[src/rtl/bcdr_drp_responder.sv]
// DRP target model: register file plus a read-only PI-code status register, fixed-latency responses.
// Optional DRP_RESPONDER_STALL_EN adds 0..3 LFSR-driven extra cycles per transaction.
module bcdr_drp_responder #(
    parameter int          NUM_REGS = 32,
    parameter int          LATENCY  = 4,
    parameter logic [9:0]  PI_ADDR  = 10'h0A0
) (
    input  logic        drpClk,
    input  logic        resetN,
    input  logic [9:0]  drpAddr,
    input  logic [15:0] drpDin,
    input  logic        drpEn,
    input  logic        drpWe,
    output logic [15:0] drpDout,
    output logic        drpRdy,
    input  logic [6:0]  cdrPiCode,
    output logic        busy,
    output logic        protoErr,
    output logic [7:0]  errCount
);

    localparam int AW = (NUM_REGS > 1) ? $clog2(NUM_REGS) : 1;

    typedef enum logic [1:0] {S_IDLE, S_WAIT, S_RESP} state_t;

    state_t      r_state, w_next;
    logic [1:0]  r_rst_sync;
    logic        w_rst_n;
    logic [4:0]  r_cnt;
    logic [4:0]  w_lat;
    logic [9:0]  r_addr;
    logic        r_we;
    logic [15:0] r_din;
    logic [15:0] r_dout;
    logic        r_perr;
    logic [7:0]  r_errcnt;
    logic [15:0] r_regs [NUM_REGS];

    logic        w_acc, w_viol, w_commit;
    logic [9:0]  w_c_addr;
    logic        w_c_we;
    logic [15:0] w_c_din;
    logic        w_in_rf;
    logic [AW-1:0] w_idx;
    logic [15:0] w_rd_data;

    // Assert asynchronously, release two edges after resetN rises
    always_ff @(posedge drpClk or negedge resetN) begin
        if (!resetN) r_rst_sync <= 2'b00;
        else         r_rst_sync <= {r_rst_sync[0], 1'b1};
    end
    assign w_rst_n = r_rst_sync[1];

`ifdef DRP_RESPONDER_STALL_EN
    logic [15:0] r_lfsr;
    logic        w_fb;
    assign w_fb = r_lfsr[15] ^ r_lfsr[13] ^ r_lfsr[12] ^ r_lfsr[10];
    always_ff @(posedge drpClk or negedge w_rst_n) begin
        if (!w_rst_n) r_lfsr <= 16'hACE1;
        else          r_lfsr <= {r_lfsr[14:0], w_fb};
    end
    assign w_lat = 5'(LATENCY) + {3'b000, r_lfsr[1:0]};
`else
    assign w_lat = 5'(LATENCY);
`endif

    assign w_acc  = drpEn && (r_state != S_WAIT);
    assign w_viol = drpEn && (r_state == S_WAIT);

    always_comb begin
        w_next = r_state;
        case (r_state)
            S_IDLE, S_RESP: begin
                if (drpEn) w_next = (w_lat == 5'd1) ? S_RESP : S_WAIT;
                else       w_next = S_IDLE;
            end
            S_WAIT:  if (r_cnt == 5'd1) w_next = S_RESP;
            default: w_next = S_IDLE;
        endcase
    end

    // Entering RESP from WAIT uses the latched request; otherwise it is a single-cycle request
    assign w_commit  = (w_next == S_RESP);
    assign w_c_addr  = (r_state == S_WAIT) ? r_addr : drpAddr;
    assign w_c_we    = (r_state == S_WAIT) ? r_we   : drpWe;
    assign w_c_din   = (r_state == S_WAIT) ? r_din  : drpDin;
    assign w_in_rf   = (w_c_addr < 10'(NUM_REGS));
    assign w_idx     = w_c_addr[AW-1:0];

    always_comb begin
        w_rd_data = 16'h0000;
        if (w_in_rf)                   w_rd_data = r_regs[w_idx];
        else if (w_c_addr == PI_ADDR)  w_rd_data = {9'b0, cdrPiCode};
    end

    always_ff @(posedge drpClk or negedge w_rst_n) begin
        if (!w_rst_n) begin
            r_state  <= S_IDLE;
            r_cnt    <= 5'd0;
            r_addr   <= 10'd0;
            r_we     <= 1'b0;
            r_din    <= 16'h0000;
            r_dout   <= 16'h0000;
            r_perr   <= 1'b0;
            r_errcnt <= 8'd0;
        end else begin
            r_state <= w_next;
            if (w_acc) begin
                r_addr <= drpAddr;
                r_we   <= drpWe;
                r_din  <= drpDin;
                r_cnt  <= w_lat - 5'd1;
            end else if (r_state == S_WAIT) begin
                r_cnt  <= r_cnt - 5'd1;
            end
            if (w_commit && !w_c_we) r_dout <= w_rd_data;
            if (w_viol) begin
                r_perr <= 1'b1;
                if (r_errcnt != 8'hFF) r_errcnt <= r_errcnt + 8'd1;
            end
        end
    end

    always_ff @(posedge drpClk or negedge w_rst_n) begin
        if (!w_rst_n) begin
            for (int i = 0; i < NUM_REGS; i++) r_regs[i] <= 16'h0000;
        end else if (w_commit && w_c_we && w_in_rf) begin
            r_regs[w_idx] <= w_c_din;
        end
    end

    assign drpDout  = r_dout;
    assign drpRdy   = (r_state == S_RESP);
    assign busy     = (r_state == S_WAIT);
    assign protoErr = r_perr;
    assign errCount = r_errcnt;

endmodule

[config.mk]
export PLATFORM = sky130hd
export DESIGN_NAME = bcdr_drp_responder
export DESIGN_NICKNAME = d
export VERILOG_FILES = /design/src/rtl/bcdr_drp_responder.sv
export SDC_FILE = /design/constraint.sdc
export NUM_CORES = 1
export LEC_CHECK = 0
export BUFFER_PORTS_ARGS = -buffer_cell sky130_fd_sc_hd__buf_2
export CORE_MARGIN = 2
export CORE_UTILIZATION = 67
export CTS_CLUSTER_DIAMETER = 40
export DETAILED_ROUTE_END_ITERATION = 10
export PLACE_DENSITY_LB_ADDON = 0.1
export SYNTH_ARGS = -nofsm -noshare
export SYNTH_HDL_FRONTEND = slang
export SYNTH_SLANG_ARGS = --single-unit
[constraint.sdc]
create_clock -name drpClk -period 29.6 [get_ports drpClk]
set_input_delay 5.92 -clock drpClk [delete_from_list [all_inputs] [get_ports drpClk]]
set_output_delay 5.92 -clock drpClk [all_outputs]
set_load 0.005 [all_outputs]
==> results_dict.tcl, run 1 <==
set metrics [dict create \
    synth_cells 2576 \
    vdd_drop_max_mv 0.102 \
    yosysWarnings 0 \
    synth_top_area_share_pct 55.4 \
    post-cts-setup-buffers 0 \
    rows 71 \
    p_sw_share_pct 39.1 \
    r2r_start "r_addr[0]$_DFFE_PN0P_" \
    cp.required_ps 30070 \
    power.clock.fraction_pct 33.1 \
    synth_ff_type "dfrtp_1" \
    critical_path.reg2reg.endpoint "r_regs[394]$_DFFE_PN0P_" \
    ant_nets 0 \
    die_y_um 201 \
    worstPathCellList "buf_2, a21o_4, buf_12, buf_4, nand4_1, o21ai_0" \
    final_nets 2593 \
    worstSetupPathType "in -> reg" \
    final.min_clock_period_ps 9790 \
    clock_sinks 573 \
    cts_root_buffer "clkbuf_16" \
    ys_top_cells_by_count "573 x dfrtp_1, 524 x nand2_1, 367 x o21ai_0" \
    drtIter0Drc 2210 \
    synth_most_common_cell "dfrtp_1" \
    clock_latency_ps 600 \
    slew_viol_final 0 \
    cp_slowest_cell "nand4_1" \
    post-route-period-util_pct 33.1 \
    p_sw_uw 1040 \
    syn_to_final_growth_pct 11.4 \
    dpl-instance-area_um2 26400 \
    overflow 0 \
    path_max_fanout 131 \
    ios 64 \
    holdPathStages 0 \
    synth_area_leaders "dfrtp_1 55%, nand2_1 7.6%, o21ai_0 7.1%" \
    firstDrtPassIters 6 \
    antenna_found_initial 0 \
    synthSimpleGateAreaFrac_pct 13.6 \
    synth_edf_count 0 \
    grt_pass1_vias 20700 \
    dp_slack_ps 19220 \
    fin_skew_ps 24.3 \
    clockBufferDepth 3 \
    cts_buffers 73 \
    core_um2 37800 \
    grt_max_degree 191 \
    synth.distinct_cells 79 \
    drive_gt1_share_pct 14.8 \
    routabilityCongestion 0.965 \
    startpoint_type "input port" \
    synth-adder-area-share_pct 0.145 \
    synth_top_family_by_area "compound AO/OA/AOI/OAI gates" \
    design_area_um2 28800 \
    max_freq_mhz 102 \
    die_width_um 201 \
    synth_fp_nets 2616 \
    critical_path.max_stage_delay_ps 1140 \
    layout_setup_ws_ps 19810 \
    hold_path_class "reg -> reg" \
    min_from "r_rst_sync[0]$_DFF_PN0_" \
    arrival_ps 10260 \
    via_count 20900 \
    portBuffers 63 \
    cp_num_buf_inv 3 \
    postLayoutCoreUtil_pct 76.2 \
    cts_resized 0 \
    routed_via_density 6.70 \
    r2r_slack_ps 24200 \
    relSlewSlack_pct 8.80 \
    r2r_cells 6 \
    synth_compound_area_share_pct 15.4 \
    start_util_pct 68.4 \
    cp_top_family "buffers and inverters" \
    grt_pass1_wl_um 122000 \
    p_seq_share_pct 33.4 \
    final.setup.tns_ps 0 \
    clk_pin_slew_ps 60 \
    wl_per_cell_um 25.3 \
    hold_end "r_rst_sync[1]$_DFF_PN0_" \
    maxCapViolCount 0 \
    synth.yosys.seq_area_share_pct 55.4 \
    p_comb_share_pct 33.5 \
    synthArstFlopShare_pct 100 \
    dp_hpwl_um 48300 \
    finalHoldViolations 0 \
    route.detailed.drc 0 \
    synth_area_leader_cell "dfrtp_1" \
    syn_area_um2 25900 \
    outcome "complete, no violations" \
    grtUsageTotal_pct 40.1 \
    ys_seq_elements 573 \
    cts_hold_buf 0 \
    synth.avg_cell_area_um2 10.0 \
    internal_power_uw 1620 \
    htreeDepth 3 \
    rsz0062_at_grt "no" \
    drt-total-wl_um 79000 \
    die_area_um2 40200 \
    tightest_slew_ps 1370 \
    setup_violations 0 \
    powerDensity_nw_per_um2 92.5 \
    total_leakage_power_uw 0.0128 \
    num_antenna_cells 0 \
    end_kind "flop" \
    cts_tree "done" \
    synthXorXnorAreaFrac_pct 0.237 \
    synth_mux_area_share_pct 10.5 \
]
## power by group through the flow
stage / registers [µW] / clock network, µW / logic [µW]
floorplan: 888 / 0 / 563
detailed placement: 901 / 0 / 857
CTS: 888 / 884 / 861
finish: 892 / 882 / 893
global placement: 898 / 0 / 848
global route: 897 / 919 / 921
## state kept, by name (all words and copies together) (netlist names)
register / count
r_regs: 512
r_addr: 10
drpDout: 16
errCount: 8
r_rst_sync: 2
r_state: 2
r_cnt: 5
protoErr: 1
r_we: 1
r_din: 16
## kinds of logic after synthesis
kind of cell             count (synthesis)
flip-flops                             573
AO/OA/AOI/OAI                          706
AND/OR/NAND/NOR                        832
multiplexers                           194
XOR/XNOR                                 7
buffers and inverters                  260
other                                    1
adder cells (fa/ha/maj)                  3
## worst max path at each step
stage / startpoint / to / slack, ps / cells past startpoint
6_report: drpAddr[0] / r_regs[394]$_DFFE_PN0P_ / 19810 / 6
5_1_grt: drpAddr[0] / r_regs[395]$_DFFE_PN0P_ / 19480 / 6
4_1_cts: drpAddr[0] / r_regs[394]$_DFFE_PN0P_ / 19850 / 6
3_5_place_dp: drpAddr[0] / r_regs[385]$_DFFE_PN0P_ / 19220 / 6
3_3_place_gp: drpAddr[0] / r_regs[393]$_DFFE_PN0P_ / 19400 / 6
2_1_floorplan: r_rst_sync[1]$_DFF_PN0_ / drpDout[0]$_DFFE_PN0P_ / 12450 / 0
## layout by cell type, fill, tap and decap left out, types with 19 or more instances in the layout
cell type and n:
buf_2 63, clkbuf_16 77, dfrtp_1 572, mux2i_1 87
nand3_1 31, inv_1 25, nor2_1 176, o21ai_1 41
mux4_2 58, a31oi_1 19, nand2_1 524, mux2_2 31
o21ai_0 367, nand4_1 30, a21oi_1 143, buf_4 70
a211oi_1 33
## layer usage
metal / wire length [µm] / vias to the layer above / GRT usage (%)
met2: 35600 / 1318 / 60.4
met4: 4710 / 0 / 22.2
met5: 0 / - / 0
met3: 8990 / 293 / 10.2
met1: 29700 / 10300 / 54.1
li1: - / 8944 / -
## cell type report
| class | count | area (µm²) |
|---|---|---|
| repair buffers | 136 | 901 |
| clock inverters | 29 | 285 |
| fillers | 2556 | 9020 |
| clock buffers | 101 | 2140 |
| flip-flops and latches | 573 | 14300 |
| well taps | 511 | 639 |
| inverters | 26 | 97.6 |
| multi-input cells | 1743 | 10400 |
## metrics by stage
step | power, µW | hold slack [ps] | cells
floorplan | 1450 | 331 | 2576
global placement | 1750 | 338 | 2989
finish | 2670 | 354 | 3119
CTS | 2630 | 359 | 3119
global route | 2740 | 373 | 3119
detailed placement | 1760 | 337 | 2989
No activity file was read; power rests on OpenSTA's default activity.
==> run 2, diff against run 1 <==
Settings changed: ABC_AREA from default to 1, CORE_UTILIZATION 67 to 63.
Clock period 29.6 ns to 9.4 ns, I/O delays scaled along.
==> results_dict.tcl, run 2 <==
set metrics [dict create \
    setup_violations 0 \
    clockBufferDepth 3 \
    final_cell_mix "1338 x nand2_1, 572 x dfrtp_1, 496 x o21ai_0" \
    cts_resized 0 \
    drt-total-wl_um 78800 \
    overflow 0 \
    routabilityCongestion 0.913 \
    fin_skew_ps 22.3 \
    max_freq_mhz 166 \
    outcome "complete, no violations" \
    worstSetupPathType "in -> reg" \
    startpoint_type "input port" \
    synthArstFlopShare_pct 100 \
    r2r_cells 9 \
    tightest_slew_ps 1240 \
    start_util_pct 63.8 \
    cp.required_ps 9840 \
    htreeDepth 3 \
    ys_seq_elements 573 \
    largest_reg_flops 512 \
    routed_via_density 5.95 \
    clk_pin_slew_ps 60 \
    firstDrtPassIters 8 \
    final.min_clock_period_ps 6010 \
    ant_nets 0 \
    final_nets 3419 \
    yosysWarnings 0 \
    dpl-instance-area_um2 27200 \
    mostFrequentLayoutCell "nand2_1" \
    path_max_fanout 126 \
    clock_sinks 573 \
    final_cells 3979 \
    ios 64 \
    post-cts-setup-buffers 0 \
    total_leakage_power_uw 0.0148 \
    die_y_um 210 \
    grt_pass1_vias 22000 \
    synth_cells 3457 \
    clock_latency_ps 620 \
    relSlewSlack_pct 17.3 \
    grtUsageTotal_pct 36.3 \
    end_kind "flop" \
    cts_buffers 79 \
    slew_viol_final 0 \
    hold_path_class "reg -> reg" \
    portBuffers 63 \
    design_area_um2 29900 \
    core_um2 41900 \
    hold_end "r_rst_sync[1]$_DFF_PN0_" \
    arrival_ps 6450 \
    via_count 23700 \
    synth_most_common_cell "nand2_1" \
    antenna_found_initial 1 \
    rows 75 \
    route.detailed.drc 0 \
    synth.distinct_cells 34 \
    num_antenna_cells 0 \
    min_from "r_rst_sync[0]$_DFF_PN0_" \
    synth_area_leader_cell "dfrtp_1" \
    synth.yosys.seq_area_share_pct 53.6 \
    synth_edf_count 0 \
    cts_root_buffer "clkbuf_16" \
    grt_max_degree 163 \
    final.setup.tns_ps 0 \
    synth_fp_nets 3497 \
    synth.avg_cell_area_um2 7.74 \
    dp_cells 3837 \
    worstPathCellList "buf_2, nand2_2, buf_4, nand2_8, nand2_1, inv_1, nand3_1, o21ai_0" \
    post-route-period-util_pct 64.0 \
    finalHoldViolations 0 \
    syn_area_um2 26800 \
    drtIter0Drc 3119 \
    grt_pass1_wl_um 124000 \
    critical_path.reg2reg.endpoint "r_regs[473]$_DFFE_PN0P_" \
    drive_gt1_share_pct 10.1 \
    fillers 3270 \
    ys_top_cells_by_count "1341 x nand2_1, 573 x dfrtp_1, 510 x o21ai_0" \
    powerDensity_nw_per_um2 321 \
    die_area_um2 44100 \
    vdd_drop_max_mv 0.585 \
    rsz0062_at_grt "no" \
    holdPathStages 0 \
    synth_top_area_share_pct 53.6 \
    r2r_slack_ps 3710 \
    dp_hpwl_um 45400 \
    die_width_um 210 \
    r2r_start "r_state[0]$_DFF_PN0_" \
    cts_hold_buf 0 \
    syn_to_final_growth_pct 11.7 \
    cp_num_buf_inv 3 \
    critical_path.max_stage_delay_ps 1100 \
    cts_tree "done" \
    cp_slowest_cell "nand2_1" \
    cp_top_family "simple AND/OR/NAND/NOR gates" \
    top_register "r_regs" \
    synth_ff_type "dfrtp_1" \
    maxCapViolCount 0 \
    wl_per_cell_um 19.8 \
    synth_area_leaders "dfrtp_1 54%, nand2_1 19%, o21ai_0 9.5%" \
]
[run 2: cell count changes in the layout (fill, tap and decap cells not counted), sizes merged, moves of 74 or more]
cell   before   now
nor2      179   253
nand3      33   167
a21oi     144     9
mux2i     104     1
inv        34   121
o21ai     408   646
nand2     524  1347
[run 2: worst max path at each step]
stage,startpoint,end,slack [ps],cells after the start
2_1_floorplan,r_rst_sync[1]$_DFF_PN0_,drpDout[0]$_DFFE_PN0P_,80,0
3_3_place_gp,drpAddr[0],r_regs[195]$_DFFE_PN0P_,3030,8
3_5_place_dp,drpAddr[0],r_regs[203]$_DFFE_PN0P_,2970,8
4_1_cts,drpAddr[0],r_regs[203]$_DFFE_PN0P_,3590,8
5_1_grt,drpAddr[0],r_regs[330]$_DFFE_PN0P_,3060,9
6_report,drpAddr[0],r_regs[203]$_DFFE_PN0P_,3390,8
[run 2: cell type report]
cell class	instances	area (µm²)	area share [%]
multi-input combinational	2508	11100	37.0
inverter	111	417	1.39
clock inverter	48	577	1.93
clock buffer	94	2150	7.19
tap	539	674	2.26
sequential	573	14300	48.0
timing repair buffer	106	663	2.22
[run 2: where the power goes]
group          internal, µW  leakage (µW)  total, µW  switching, µW
clock network          1900       0.00131       3080           1180
registers              2640       0.00789       2770            134
logic                   824       0.00560       3740           2920
[run 2: kinds of logic after synthesis]
| logic type | Yosys count | synth area share [%] |
|---|---|---|
| AND/OR/NAND/NOR | 1833 | 27.8 |
| AO/OA/AOI/OAI | 661 | 12.5 |
| flip-flops | 573 | 53.6 |
| buffers and inverters | 376 | 5.61 |
| XOR/XNOR | 7 | 0.229 |
| adder cells (fa/ha/maj) | 3 | 0.140 |
| multiplexers | 3 | 0.122 |
| other | 1 | 0.0140 |
[run 2: worst register-to-register path, cell delays in order, from the launching register on]
cell and delay, ps:
dfrtp_1 450, nand2_2 110, buf_4 580, nand2_1 140, buf_4 290, nand2_4 550
nand2_1 940, inv_1 950, nand3_1 990, o21ai_0 550
[run 2: metal layers]
metal | track usage, % | routed length [µm] | vias up | part of all wire [%]
li1 | - | - | 10800 | -
met2 | 52.9 | 34700 | 1309 | 44
met3 | 8.05 | 8500 | 188 | 11
met1 | 53.4 | 32700 | 11300 | 41
met4 | 14.5 | 2940 | 0 | 3.7
met5 | 0 | 0 | - | 0
[run 2: metrics by stage]
stage          power [µW]  hold WS (ps)  setup slack (ps)  utilization (%)
2_1_floorplan        5000           331              77.7                -
3_3_place_gp         6340           339              3030             64.7
3_5_place_dp         6400           339              2970             64.7
4_1_cts              9470           348              3590             71.2
5_1_grt              9980           353              3060             71.2
6_report             9590           345              3390             71.2
